[src/rtl/multi_led_blinker.sv]
// multi_led_blinker: NUM_CH independent LED blinkers. Each channel toggles its
// LED every half[ch] enabled clock cycles, with a shared write port for the
// half-period registers, a global phase-restart pulse and a per-channel
// registered toggle strobe.
module multi_led_blinker #(
  parameter int NUM_CH       = 4,
  parameter int CNT_W        = 24,
  parameter int DEFAULT_HALF = 6000000,
  localparam int CH_W        = (NUM_CH > 1) ? $clog2(NUM_CH) : 1
) (
  input  logic              CLK,
  input  logic              RST_N,
  input  logic              i_wr_en,
  input  logic [CH_W-1:0]   i_wr_ch,
  input  logic [CNT_W-1:0]  i_wr_half,
  input  logic [NUM_CH-1:0] i_en,
  input  logic              i_sync,
  output logic [NUM_CH-1:0] o_led,
  output logic [NUM_CH-1:0] o_tick
);

  localparam logic [CNT_W-1:0] RST_HALF = CNT_W'(DEFAULT_HALF);
  localparam logic [CNT_W-1:0] ONE      = CNT_W'(1);

  // An index beyond the last channel addresses nothing; such writes are dropped.
  logic wr_valid;
  assign wr_valid = i_wr_en && (32'(i_wr_ch) < 32'(NUM_CH));

  for (genvar ch = 0; ch < NUM_CH; ch++) begin : g_ch
    logic [CNT_W-1:0] half_q, half_d;
    logic [CNT_W-1:0] cnt_q,  cnt_d;
    logic [CNT_W-1:0] term;
    logic             led_q,  led_d;
    logic             tick_q, tick_d;
    logic             wr_hit;

    assign wr_hit = wr_valid && (i_wr_ch == CH_W'(ch));

    // A half-period of 0 behaves as 1, so the terminal count saturates at 0.
    assign term = (half_q == '0) ? '0 : (half_q - ONE);

    // Half-period register next state: load on a write addressed to this channel.
    always_comb begin
      // NOTE: every combinational output gets a default first so no path leaves it unassigned (no latch).
      half_d = half_q;
      if (wr_hit) begin
        half_d = i_wr_half;
      end
    end

    // Counter / LED / strobe next state, in priority order: disable, resync, wrap, count.
    always_comb begin
      cnt_d  = cnt_q;
      led_d  = led_q;
      tick_d = 1'b0;
      if (!i_en[ch]) begin
        cnt_d = '0;
        led_d = 1'b0;
      end else if (i_sync) begin
        cnt_d = '0;
        led_d = 1'b0;
      end else if (cnt_q >= term) begin
        // >= rather than == so a counter left above a freshly shrunk terminal
        // wraps on the next edge instead of running up to 2^CNT_W.
        cnt_d  = '0;
        led_d  = ~led_q;
        tick_d = 1'b1;
      end else begin
        cnt_d = cnt_q + ONE;
      end
    end

    // Channel state registers, cleared asynchronously.
    always_ff @(posedge CLK or negedge RST_N) begin
      if (!RST_N) begin
        // NOTE: the half-period registers are state the LEDs depend on, so they
        // are reset like any other flop; a programmed rate is lost on reset.
        half_q <= RST_HALF;
        cnt_q  <= '0;
        led_q  <= 1'b0;
        tick_q <= 1'b0;
      end else begin
        // NOTE: non-blocking assignments so every flop samples pre-edge values.
        half_q <= half_d;
        cnt_q  <= cnt_d;
        led_q  <= led_d;
        tick_q <= tick_d;
      end
    end

    assign o_led[ch]  = led_q;
    assign o_tick[ch] = tick_q;

    // The counter stays at or below the largest possible terminal (2^CNT_W - 2),
    // so the all-ones value is unreachable.
    a_cnt_bound : assert property (@(posedge CLK) disable iff (!RST_N) cnt_q != '1);
  end

endmodule

[config.mk]
export PLATFORM = sky130hd
export DESIGN_NAME = multi_led_blinker
export DESIGN_NICKNAME = d
export VERILOG_FILES = /design/src/rtl/multi_led_blinker.sv
export SDC_FILE = /design/constraint.sdc
export NUM_CORES = 1
export LEC_CHECK = 0
export CORE_ASPECT_RATIO = 1.5
export CORE_UTILIZATION = 58
export CTS_BUF_LIST = sky130_fd_sc_hd__clkbuf_2
export DETAILED_ROUTE_END_ITERATION = 8
export PLACE_DENSITY = 0.81
export SETUP_SLACK_MARGIN = 0.3
export SLEW_MARGIN = 20
export SYNTH_ARGS = -nofsm -noshare
export SYNTH_HDL_FRONTEND = slang
export SYNTH_SLANG_ARGS = --single-unit
[constraint.sdc]
create_clock -name CLK -period 4.08 [get_ports CLK]
set_input_delay 0.816 -clock CLK [delete_from_list [all_inputs] [get_ports CLK]]
set_output_delay 0.816 -clock CLK [all_outputs]
set_load 0.1 [all_outputs]
# After elaboration in Yosys (flattened, before gate mapping)
# Index checks and enable logic that the tools add are counted.
classes:
  addsub: 8
  order_cmp: 4
  n_eq_ne: 7
  muxes: 40
  bitwise_logic: 4
  reduce_logical: 9
ops:
  columns: ["operator", "count"]
  rows:
  - ["2-to-1 mux 24 bit", 16]
  - ["adder 24 x 1 -> 24 bit (second input constant)", 4]
  - ["greater-or-equal comparator 24 bit", 4]
  - ["logical NOT 24 bit", 4]
  - ["subtractor 24 x 1 -> 24 bit (second input constant)", 4]
  - ["2-to-1 mux 1 bit", 24]
  - ["!= test 3 x 1 -> 1 bit (second input constant)", 4]
  - ["== test 2 bit (second input constant)", 2]
  - ["logical AND 1 bit", 4]
  - ["NOT 1 bit", 4]
  - ["== test 2 x 1 -> 1 bit (second input constant)", 1]
  - ["logical NOT 2 bit", 1]
totals:
  register_bits: 200
  input_bits: 34
  output_inout_bits: 8
  wordCells: 88

# Longest topological paths before layout
logic_depth:
  depth_word: 6
  ltp_mapped: 17
  ltp_nobuf: 15

# Worst setup path after synthesis
# No wires, ideal clock.
synth_path:
  path_type: "reg2reg"
  startpoint: "register g_ch[0].half_q[9]"
  endpoint: "register g_ch[0].cnt_q[14]"
  setup_ns: 0.121
  arrival_time_ns: 3.995
  t_required_ns: 3.959
  path_slack_ns: -0.036
  stages_incl_launch_ff: 16
  path_buffers: 2
  period_less_slack_ns: 4.116
  cell_sequence: "dfrtp_1 > or4_1 > nor4_1 > nand3b_1 > or3_1 > nor3_1 > a21oi_1 > ha_1 > nand4_1 > nor3_1 > inv_1 > a2111oi_0 > or3_1 > clkbuf_1 > buf_2 > nor2_1"
synth_between:
  elab_chain_cells: 6
  elab_cells_between_ends: 7
  cone_classes: "add/sub (1); order compare (1); mux (4); reduce/logical (1)"
synth_lines:
  columns: ["item", "line_no", "rtl"]
  rows:
  - ["start: declaration", "30", "logic [CNT_W-1:0] half_q, half_d;"]
  - ["start signal: assignment", "84", "half_q <= half_d;"]
  - ["subtractor 24 x 1 -> 24 bit / logical NOT 24 bit (equally long branches)", "40", "assign term = (half_q == '0) ? '0 : (half_q - ONE);"]
  - ["2-to-1 mux 24 bit *", "40", null]
  - ["greater-or-equal comparator 24 bit *", "62", "end else if (cnt_q >= term) begin"]
  - ["2-to-1 mux 24 bit *", "62", null]
  - ["2-to-1 mux 24 bit *", "59", "end else if (i_sync) begin"]
  - ["2-to-1 mux 24 bit *", "56", "if (!i_en[ch]) begin"]
  - ["net g_ch[0].cnt_d[14]", "31", "logic [CNT_W-1:0] cnt_q, cnt_d;"]
  - ["end signal: assignment", "85", "cnt_q <= cnt_d;"]
  - ["end: declaration", "31", null]
# Mark *: on every way through the listed nets, which the timed path passes. The rest lies on a longest branch.
# A chain may end at the register's enable or synchronous reset.

# Worst setup path in the final report
layout_path:
  startpoint: "register g_ch[3].half_q[16]"
  endpoint: "register g_ch[3].cnt_q[22]"
layout_between:
  elab_chain_cells: 6
  elab_cells_between_ends: 7
  cone_classes: "add/sub (1); order compare (1); mux (4); reduce/logical (1)"
layout_lines:
  columns: ["item", "line_no"]
  rows:
  - ["start: declaration", "30"]
  - ["start signal: assignment", "84"]
  - ["subtractor 24 x 1 -> 24 bit / logical NOT 24 bit (equally long branches)", "40"]
  - ["2-to-1 mux 24 bit *", "40"]
  - ["greater-or-equal comparator 24 bit *", "62"]
  - ["2-to-1 mux 24 bit *", "62"]
  - ["2-to-1 mux 24 bit *", "59"]
  - ["2-to-1 mux 24 bit *", "56"]
  - ["net g_ch[3].cnt_d[22]", "31"]
  - ["end signal: assignment", "85"]
  - ["end: declaration", "31"]
# Marks and branches as above.

==> impl_metrics.ini <==
[worst_setup_path]
crit_chain = or4_4 -> or3_4 -> or3b_4 -> or2_4 -> buf_6 -> nand2_2 -> ha_4 -> and2_4 -> a221o_1 -> nand2_1 -> nand4b_1 -> or3_4 -> buf_12 -> nor2_1
critical_path_arrival_ps = 4690
cp.depth = 14
crit_family = simple AND/OR/NAND/NOR gates
worstSetupPathType = reg -> reg
worstPathRequired_ps = 4850
path_max_fanout = 24
crit_path_frequent_cell = or3_4
crit_buf_inv = 2
critPathMaxStageDelay_ps = 540
startpoint_type = register
crit_path_top_delay_cell = or4_4
rr_worst_depth = 14
crit_path_end_kind = register

[synthesis]
synth_area_sq_um = 12600
synth.avg_cell_area_sq_um = 9.66
synth_edf_count = 0
synthDistinctLibCells = 56
synth_area_leaders = dfrtp_1, ha_1, mux2_2, dfstp_2, xor2_1
yosys-top-cells-count = nor2_1, dfrtp_1, nand2_1
synth_top_area_cell = dfrtp_1
ys_seq_area_share_pct = 40.2
netlist_instances = 1302
yosysTopAreaCellShare_pct = 31.8
yosysWarnings = 0
post-synth-top-count-cell = nor2_1
synth_top_flop_cell = dfrtp_1
synth_fp_nets = 1444
synth_seq_cells = 200
async_flop_share_pct = 100

[clock_tree]
root_buffer = clkbuf_2
clkLatencyLatePin_ps = 810
numCtsBuffers = 17
clk_pin_slew_worst_paths_ps = 280
clock_path_buffers = 2
cts_max_level = 4
cts_sinks = 200
cts_tree = built
cts_hold_buf = 0

[timing]
fmax_mhz = 255
hold_violations = 0
finalCritPeriodShare_pct = 96.0
finalCriticalPeriod_ps = 3920
layout_setup_ws_ps = 161
relSlewSlack_pct = 34.5
final_max_slew_viol_count = 0
setup_violations = 0
tightest_slew_ps = 974
rsz0062_at_grt = true
fin_skew_ps = 24.2
fin_setup_tns_ps = 0

[placement]
post-place-ws_ps = 74.0
port_buffers = 41
globalplace.congestion = 0.908
place_hpwl_mm = 20.9

[routing]
viasPerCell = 5.91
firstDrtPassIters = 5
ant_nets = 0
avgRoutedWirePerCell_microns = 18.1
postRouteWirelength_mm = 30.3
detail_route.iter0.violations = 595
vias = 9874
drc = 0

[hold_path]
hp-class = in -> async

[run_status]
outcome = complete, no violations

[power_and_ir_drop]
powerDensity_nw_per_um2 = 332
p_leak_nw = 6.34
vdd_drop_max_mv = 0.245

[floorplan]
rows = 65
fp.dieH_microns = 182
top_level_ports = 42
die-area_sq_um = 22300
core_region_area_sq_um = 21100
die_w_microns = 122
initial_utilization_pct = 59.5

[final_layout]
final_nets = 1532
area_growth_pct = 17.1
drive_above_1_share_pct = 25.0
n_fill_cell = 1532

[grt]
grt_pass1_wl_mm = 46.8
grt_pass1_vias = 9694
antenna_found_initial = 1
grt_use_total_pct = 26.8
grt_max_degree = 100
grt_overflow = 0

[run]
cap_violations = 0
[what timing repair did]
item	4_1_cts	5_1_grt
gates cloned	1	3
setup endpoints to repair	76	104
gates resized for setup	18	128
pin swaps	6	50
buffers inserted	4	29
[state kept, by name, indices dropped and copies added (netlist names)]
signal,flops
g_ch.cnt_q,96
g_ch.led_q,4
g_ch.tick_q,4
g_ch.half_q,96
[cell usage in the layout, fill, tap and decap left out, types with 7 or more instances in the layout]
cell,n
ha_4,9
o21ai_0,14
xor2_1,87
a21oi_2,9
mux2_2,95
nor2_4,7
buf_4,49
dfrtp_1,155
a21oi_1,32
nand3b_1,7
nand2_1,145
nor3_1,38
buf_6,9
nand2b_1,14
nand2_2,12
nor2b_1,8
nand4_1,32
dfstp_2,40
inv_1,31
nor4_1,13
clkdlybuf4s50_1,40
nand3_1,42
clkbuf_2,18
xnor2_1,72
nor2_1,148
nor2_2,12
and3_1,10
ha_1,99
and4_1,7
o21ai_1,9
[worst paths after layout]
| path | startpoint | slack, ps | to |
|---|---|---|---|
| worst max-delay path | g_ch[3].half_q[16]$_DFFE_PN1P_ | 160 | g_ch[3].cnt_q[22]$_DFF_PN0_ |
| worst min-delay path | RST_N | 8 | g_ch[1].cnt_q[2]$_DFF_PN0_ |
| worst max register to register | g_ch[3].half_q[16]$_DFFE_PN1P_ | 160 | g_ch[3].cnt_q[22]$_DFF_PN0_ |
| worst min register to register | g_ch[1].cnt_q[0]$_DFF_PN0_ | 550 | g_ch[1].cnt_q[0]$_DFF_PN0_ |
| max in group asynchronous | RST_N | 3140 | g_ch[1].half_q[8]$_DFFE_PN1P_ |
| min in group CLK | g_ch[1].cnt_q[0]$_DFF_PN0_ | 550 | g_ch[1].cnt_q[0]$_DFF_PN0_ |
[through the flow]
stage	instances	area, sq um	hold slack [ps]	util (%)	power, mW
after global routing	1672	14700	36.2	69.6	5.14
final	1672	14700	7.64	69.6	4.89
after global placement	1601	13400	498	63.4	3.44
after detailed placement	1601	13400	520	63.4	3.51
after CTS	1638	13800	27.5	65.4	4.72
after floorplan	1302	12600	473	-	3.17
[layout make-up]
| cell class | instances | area (sq um) | area share (%) |
|---|---|---|---|
| Antenna cell | 1 | 2.50 | 0.0170 |
| Tap cell | 268 | 335 | 2.28 |
| Multi-Input combinational cell | 1032 | 7840 | 53.3 |
| Clock inverter | 14 | 219 | 1.49 |
| Clock buffer | 18 | 90.1 | 0.612 |
| Sequential cell | 200 | 5060 | 34.4 |
| Timing Repair Buffer | 107 | 1050 | 7.12 |
| Inverter | 32 | 120 | 0.816 |
[cell families (layout without fill, tap and decap cells)]
kind of cell / after synthesis / after routing / share of synthesized area, %
xor gates and xnor gates: 162 / 162 / 11.3
other: 0 / 1 / 0
adders and majority gates: 108 / 108 / 10.7
DFF: 200 / 200 / 40.2
muxes: 96 / 96 / 8.59
AOI/OAI and AO/OA: 101 / 101 / 4.89
buffers and inverters: 71 / 171 / 2.60
and+or+nand+nor: 564 / 565 / 21.7
[power breakdown]
part	switching, mW	leakage (nW)	total [mW]	internal, mW
sequential	0.249	2.53	2.48	2.23
combinational	0.613	3.63	1.21	0.601
clock	0.717	0.184	1.19	0.478
total	1.58	6.34	4.89	3.31
[routing by layer]
| metal | GRT usage (%) | part of all wire (%) | up-vias |
|---|---|---|---|
| li1 | - | - | 4708 |
| met1 | 30.9 | 39 | 4813 |
| met2 | 46.7 | 52 | 245 |
| met3 | 3.72 | 3.0 | 108 |
| met4 | 15.4 | 6.5 | 0 |
| met5 | 0 | 0 | - |
(Power assumes the default switching activity.)
